## src/rtl/hazard_pkg.sv

```systemverilog
// Shared types for the hazard/forwarding unit: operand select codes, pipeline slot record, FSM states.
// Address fields are sized for the widest supported register file; narrower addresses are zero-extended.
package hazard_pkg;

    localparam int REG_ADDR_W_MAX = 8;

    typedef logic [REG_ADDR_W_MAX-1:0] slot_addr_t;

    typedef enum logic [1:0] {
        FWD_RF  = 2'b00,
        FWD_MEM = 2'b01,
        FWD_WB  = 2'b10
    } fwd_sel_e;

    typedef struct packed {
        logic       valid;
        slot_addr_t rs1;
        slot_addr_t rs2;
        slot_addr_t rd;
        logic       reg_write;
        logic       mem_read;
    } pipe_slot_t;

    typedef enum logic [0:0] {
        ST_RUN       = 1'b0,
        ST_LU_BUBBLE = 1'b1
    } hz_state_e;

    localparam pipe_slot_t BUBBLE = '0;

    // True when slot s will write register r; x0 never counts as a producer.
    function automatic logic produces(input pipe_slot_t s, input slot_addr_t r);
        return s.valid && s.reg_write && (s.rd != '0) && (s.rd == r);
    endfunction

endpackage

```

## src/rtl/fwd_select.sv

```systemverilog
// Operand forwarding select for one EX source register; the MEM producer beats the WB producer.
import hazard_pkg::*;

module fwd_select #(
    parameter int FWD_SEL_W = 2
) (
    input  logic                 ex_valid,
    input  slot_addr_t           rs,
    input  pipe_slot_t           mem_slot,
    input  pipe_slot_t           wb_slot,
    output logic [FWD_SEL_W-1:0] sel
);

    fwd_sel_e sel_e;

    always_comb begin
        sel_e = FWD_RF;
        if (ex_valid) begin
            if (produces(mem_slot, rs)) begin
                sel_e = FWD_MEM;
            end else if (produces(wb_slot, rs)) begin
                sel_e = FWD_WB;
            end
        end
    end

    assign sel = FWD_SEL_W'(sel_e);

    logic unused_slot_bits;
    assign unused_slot_bits = ^{mem_slot.rs1, mem_slot.rs2, mem_slot.mem_read,
                                wb_slot.rs1, wb_slot.rs2, wb_slot.mem_read};

endmodule

```

## src/rtl/hazard_fwd_unit.sv

```systemverilog
// Hazard detection and EX operand forwarding for a 5-stage pipeline (tracks EX/MEM/WB slots).
// Optional HAZARD_PERF_CNT_EN adds saturating 32-bit stall_count/flush_count outputs.
//
// state        | meaning
// ST_RUN       | normal issue; load-use detection armed
// ST_LU_BUBBLE | one bubble inserted behind a load; ID re-presented
import hazard_pkg::*;

module hazard_fwd_unit #(
    parameter int REG_ADDR_W = 5,
    parameter int FWD_SEL_W  = 2
) (
    input  logic                  clk,
    input  logic                  rst,
    input  logic                  id_valid,
    input  logic [REG_ADDR_W-1:0] id_rs1,
    input  logic [REG_ADDR_W-1:0] id_rs2,
    input  logic [REG_ADDR_W-1:0] id_rd,
    input  logic                  id_reg_write,
    input  logic                  id_mem_read,
    input  logic                  ex_branch_taken,
    output logic                  stall,
    output logic                  flush,
    output logic [FWD_SEL_W-1:0]  fwd_a_sel,
    output logic [FWD_SEL_W-1:0]  fwd_b_sel
`ifdef HAZARD_PERF_CNT_EN
    ,
    output logic [31:0]           stall_count,
    output logic [31:0]           flush_count
`endif
);

    pipe_slot_t ex_q, mem_q, wb_q;
    pipe_slot_t id_slot, ex_d;
    hz_state_e  state_q, state_d;
    logic       load_use;

    always_comb begin
        id_slot           = BUBBLE;
        id_slot.valid     = id_valid;
        id_slot.rs1       = slot_addr_t'(id_rs1);
        id_slot.rs2       = slot_addr_t'(id_rs2);
        id_slot.rd        = slot_addr_t'(id_rd);
        id_slot.reg_write = id_reg_write;
        id_slot.mem_read  = id_mem_read;
    end

    assign load_use = id_valid && ex_q.mem_read &&
                      (produces(ex_q, id_slot.rs1) || produces(ex_q, id_slot.rs2));

    // A taken branch kills the dependent instruction, so there is nothing to stall for.
    assign flush = ex_branch_taken;
    assign stall = load_use && !flush && (state_q == ST_RUN);

    always_comb begin
        ex_d = id_slot;
        if (flush || stall || !id_valid) begin
            ex_d = BUBBLE;
        end
    end

    always_comb begin
        state_d = ST_RUN;
        case (state_q)
            ST_RUN:       state_d = stall ? ST_LU_BUBBLE : ST_RUN;
            ST_LU_BUBBLE: state_d = ST_RUN;
            default:      state_d = ST_RUN;
        endcase
    end

    always_ff @(posedge clk or posedge rst) begin
        if (rst) begin
            ex_q    <= BUBBLE;
            mem_q   <= BUBBLE;
            wb_q    <= BUBBLE;
            state_q <= ST_RUN;
        end else begin
            ex_q    <= ex_d;
            mem_q   <= ex_q;
            wb_q    <= mem_q;
            state_q <= state_d;
        end
    end

    fwd_select #(.FWD_SEL_W(FWD_SEL_W)) u_fwd_a (
        .ex_valid (ex_q.valid),
        .rs       (ex_q.rs1),
        .mem_slot (mem_q),
        .wb_slot  (wb_q),
        .sel      (fwd_a_sel)
    );

    fwd_select #(.FWD_SEL_W(FWD_SEL_W)) u_fwd_b (
        .ex_valid (ex_q.valid),
        .rs       (ex_q.rs2),
        .mem_slot (mem_q),
        .wb_slot  (wb_q),
        .sel      (fwd_b_sel)
    );

`ifdef HAZARD_PERF_CNT_EN
    always_ff @(posedge clk or posedge rst) begin
        if (rst) begin
            stall_count <= '0;
            flush_count <= '0;
        end else begin
            if (stall && (stall_count != 32'hFFFF_FFFF)) begin
                stall_count <= stall_count + 32'd1;
            end
            if (flush && (flush_count != 32'hFFFF_FFFF)) begin
                flush_count <= flush_count + 32'd1;
            end
        end
    end
`endif

endmodule

```

## config.mk

```make
export PLATFORM = sky130hd
export DESIGN_NAME = hazard_fwd_unit
export DESIGN_NICKNAME = d
export VERILOG_FILES = /design/src/rtl/hazard_pkg.sv /design/src/rtl/fwd_select.sv /design/src/rtl/hazard_fwd_unit.sv
export SDC_FILE = /design/constraint.sdc
export NUM_CORES = 1
export LEC_CHECK = 0
export CAP_MARGIN = 5
export CELL_PAD_IN_SITES_DETAIL_PLACEMENT = 0
export CELL_PAD_IN_SITES_GLOBAL_PLACEMENT = 2
export CORE_MARGIN = 1.5
export CORE_UTILIZATION = 33
export CTS_CLUSTER_DIAMETER = 40
export DETAILED_ROUTE_END_ITERATION = 12
export GPL_ROUTABILITY_DRIVEN = 0
export PLACE_DENSITY_LB_ADDON = 0.1
export SKIP_LAST_GASP = 1
export SYNTH_ARGS = -nofsm -noshare
export SYNTH_HDL_FRONTEND = slang
export SYNTH_SLANG_ARGS = --single-unit
```

## constraint.sdc

```tcl
create_clock -name clk -period 1.9 [get_ports clk]
set_clock_uncertainty 0.05 [all_clocks]
set_input_delay 0.38 -clock clk [delete_from_list [all_inputs] [get_ports clk]]
set_output_delay 0.38 -clock clk [all_outputs]
set_load 0.02 [all_outputs]
```

==> impl_metrics.toml <==
[synthesis]
synthCells = 132
ys_types = 23
syn_area_um2 = 1450
ys.flop_type = "dfrtp_1"
yosysSeqAreaShare_pct = 56.8
syn_nets = 153
synthArstFlopShare_pct = 100
syn_avg_cell_area_um2 = 11.0
synth_edf_count = 0
ys_ff_latch = 33
ys_warn_count = 0

[grt]
met3_usage_pct = 3.34
grt_start_max_net_pins = 34
grt_pass1_vias = 1206
grt_use_met1_pct = 16.7
busiest_layer = "met2"
overflow = 0
antenna_found_initial = 0
use_met2_pct = 27.2
grt.total_usage_pct = 15.3
grt_pass1_wl_um = 5640

[placed_design]
hpwl_um = 2360
place_ws_ns = -0.646
io_buffers = 26
post_dp_cell_area_um2 = 1920

[power]
p_per_area_nw_per_um2 = 765
peakVddDrop_mv = 0.380
leakage_nw = 1.01

[routing]
drt_iter0_markers = 19
avgViaCountPerCell = 4.69
first_pass_iters = 4
vias = 1112
drt_wl_total_um = 3300
drc = 0
ant_nets = 0
routedWlPerCell_um = 13.9

[setup_path]
crit_family = "simple AND/OR/NAND/NOR gates"
critPathMaxFanout = 2
arrival_ns = 1.79
end_kind = "output pin"
critPathMaxStageDelay_ns = 0.56
rr_startpoint = "ex_q[2]"
r2r_slack_ns = 0.24
ff2ff_path_depth = 7
worstPathCellList = "or4_4 > o211ai_4 > nor4_4 > nor3_2 > buf_4"
worst-setup-path-type = "reg2out"
cp-start-kind = "flip-flop"
cp-startpoint = "mem_q[4]"
crit_end = "fwd_b_sel[1]"
worstPathRequired_ns = 1.47
cpMaxStageDelayCell = "or4_4"
worst-path-stages = 5
timing.rr.end = "ex_q[10]"
cp.buffers_inverters = 1

[timing]
final.setup.tns_ns = -1.26
hold_viol = 0
relSlewSlack_pct = 72.5
fin_crit_sh_pct = 117
rsz0062_at_grt = "yes"
timing.final.ws_setup_ns = -0.318
slew_violations = 0
max_freq_ghz = 0.451
tightest_slew_ns = 0.412
min_period_ns = 2.22
setup_viol = 4

[floorplan]
initial_utilization_pct = 35.3
die_w_um = 69.4
rows = 23
io_pins = 27
die_area_um2 = 4810
core-area_um2 = 4120
die_h_um = 69.4

[clock_tree]
clk_root_buffer_cell = "clkbuf_8"
cts_made_buffers = 5
cts_tree = "done"
cts_buffer_depth = 2
ctsHoldBuffers = 0
clk_latency_ns = 0.28
cts_max_level = 2
cts.clk_slew.worst_paths_ns = 0.07
cts_sinks = 33

[layout]
filler_cell_count = 382
num_antenna_cells = 0
drive_gt1_share_pct = 29.4
design_area_um2 = 2130
finalNetCount = 207
syn_to_final_growth_pct = 46.5
postLayoutCoreUtil_pct = 51.7

[outcome]
failed_checks = "setup timing"
status = "complete, but fails checks"

[run]
drv_cap = 0

[min_path]
hp-class = "reg2reg"
kinds of logic after synthesis:
logic type / share of synthesized area [%]
AO/OA/AOI/OAI: 9.29
XOR/XNOR: 18.1
buffers and inverters: 2.24
flip-flops: 56.8
AND/OR/NAND/NOR: 13.6
cells in the mapped netlist (all sizes together), types with 2 or more instances:
library cell | count | area (µm²)
dfrtp | 33 | 826
nor2b | 2 | 12.5
nor4 | 2 | 12.5
and2 | 3 | 21.3
xor2 | 10 | 87.6
buf | 4 | 25.0
xnor2 | 20 | 175
nand3 | 6 | 30.0
or4 | 2 | 15.0
nand2 | 19 | 71.3
nor3 | 5 | 25.0
a21oi | 18 | 93.8
power breakdown:
part / switching [mW] / leakage, nW / total [mW] / internal (mW)
registers: 0.0247 / 0.440 / 0.755 / 0.730
clock network: 0.242 / 0.0585 / 0.669 / 0.427
logic: 0.0988 / 0.511 / 0.206 / 0.107
flip-flops by register name (all words and copies together) (netlist names):
register	cells
state_q	1
mem_q	7
wb_q	7
ex_q	18
routing by layer:
layer | share of wire [%] | routed length [µm]
met4 | 2.7 | 88
met5 | 0 | 0
met2 | 52 | 1730
met3 | 3.7 | 122
met1 | 41 | 1360
worst register-to-register path: stages, from the launching register on:
cell	delay, ns
dfrtp_1	0.42
buf_4	0.16
nor3_2	0.24
a21oi_2	0.10
buf_4	0.13
buf_4	0.12
buf_4	0.19
a21oi_1	0.18
through the flow:
step | power [mW] | instances | hold slack [ns]
2_1_floorplan | 0.861 | 132 | 0.297
3_3_place_gp | 0.960 | 225 | 0.310
3_5_place_dp | 0.963 | 225 | 0.311
4_1_cts | 1.65 | 237 | 0.332
5_1_grt | 1.70 | 237 | 0.352
6_report | 1.63 | 237 | 0.329
placed cells by master (no fill, tap or decap), types with 2 or more instances in the layout:
| cell | synthesis | routed |
|---|---|---|
| nand2_1 | 19 | 19 |
| dfrtp_2 | 0 | 2 |
| clkbuf_8 | 0 | 6 |
| nor4_4 | 0 | 2 |
| nor3_1 | 5 | 2 |
| dlygate4sd2_1 | 0 | 12 |
| dfrtp_1 | 33 | 31 |
| buf_4 | 2 | 28 |
| and2_4 | 0 | 3 |
| xor2_1 | 10 | 10 |
| xnor2_1 | 20 | 19 |
| nor3_2 | 0 | 3 |
| nand3_1 | 6 | 6 |
| a21oi_1 | 17 | 17 |
| clkdlybuf4s50_1 | 0 | 9 |
| buf_6 | 0 | 3 |
worst min path at each step:
stage          cells past startpoint  slack, ns     from        to
6_report                           0       0.33  ex_q[1]  mem_q[1]
5_1_grt                            0       0.35  ex_q[1]  mem_q[1]
4_1_cts                            0       0.33  ex_q[1]  mem_q[1]
3_5_place_dp                       0       0.31  ex_q[1]  mem_q[1]
3_3_place_gp                       0       0.31  ex_q[1]  mem_q[1]
2_1_floorplan                      0       0.30  ex_q[1]  mem_q[1]
cell type report:
class	instances	area, µm²	area share (%)
flip-flops and latches	33	828	38.9
inverters	1	3.75	0.176
well taps	50	62.6	2.94
repair buffers	52	439	20.6
multi-input cells	93	679	31.9
clock buffers	7	86.3	4.05
clock inverters	1	30.0	1.41
what timing repair did:
action	in CTS	in global routing
gates cloned	0	0
resized for setup	54	2
setup buffers	4	0
pin swaps	13	1
endpoints found under the setup margin	5	5
Power figures use the tool's default switching activity.
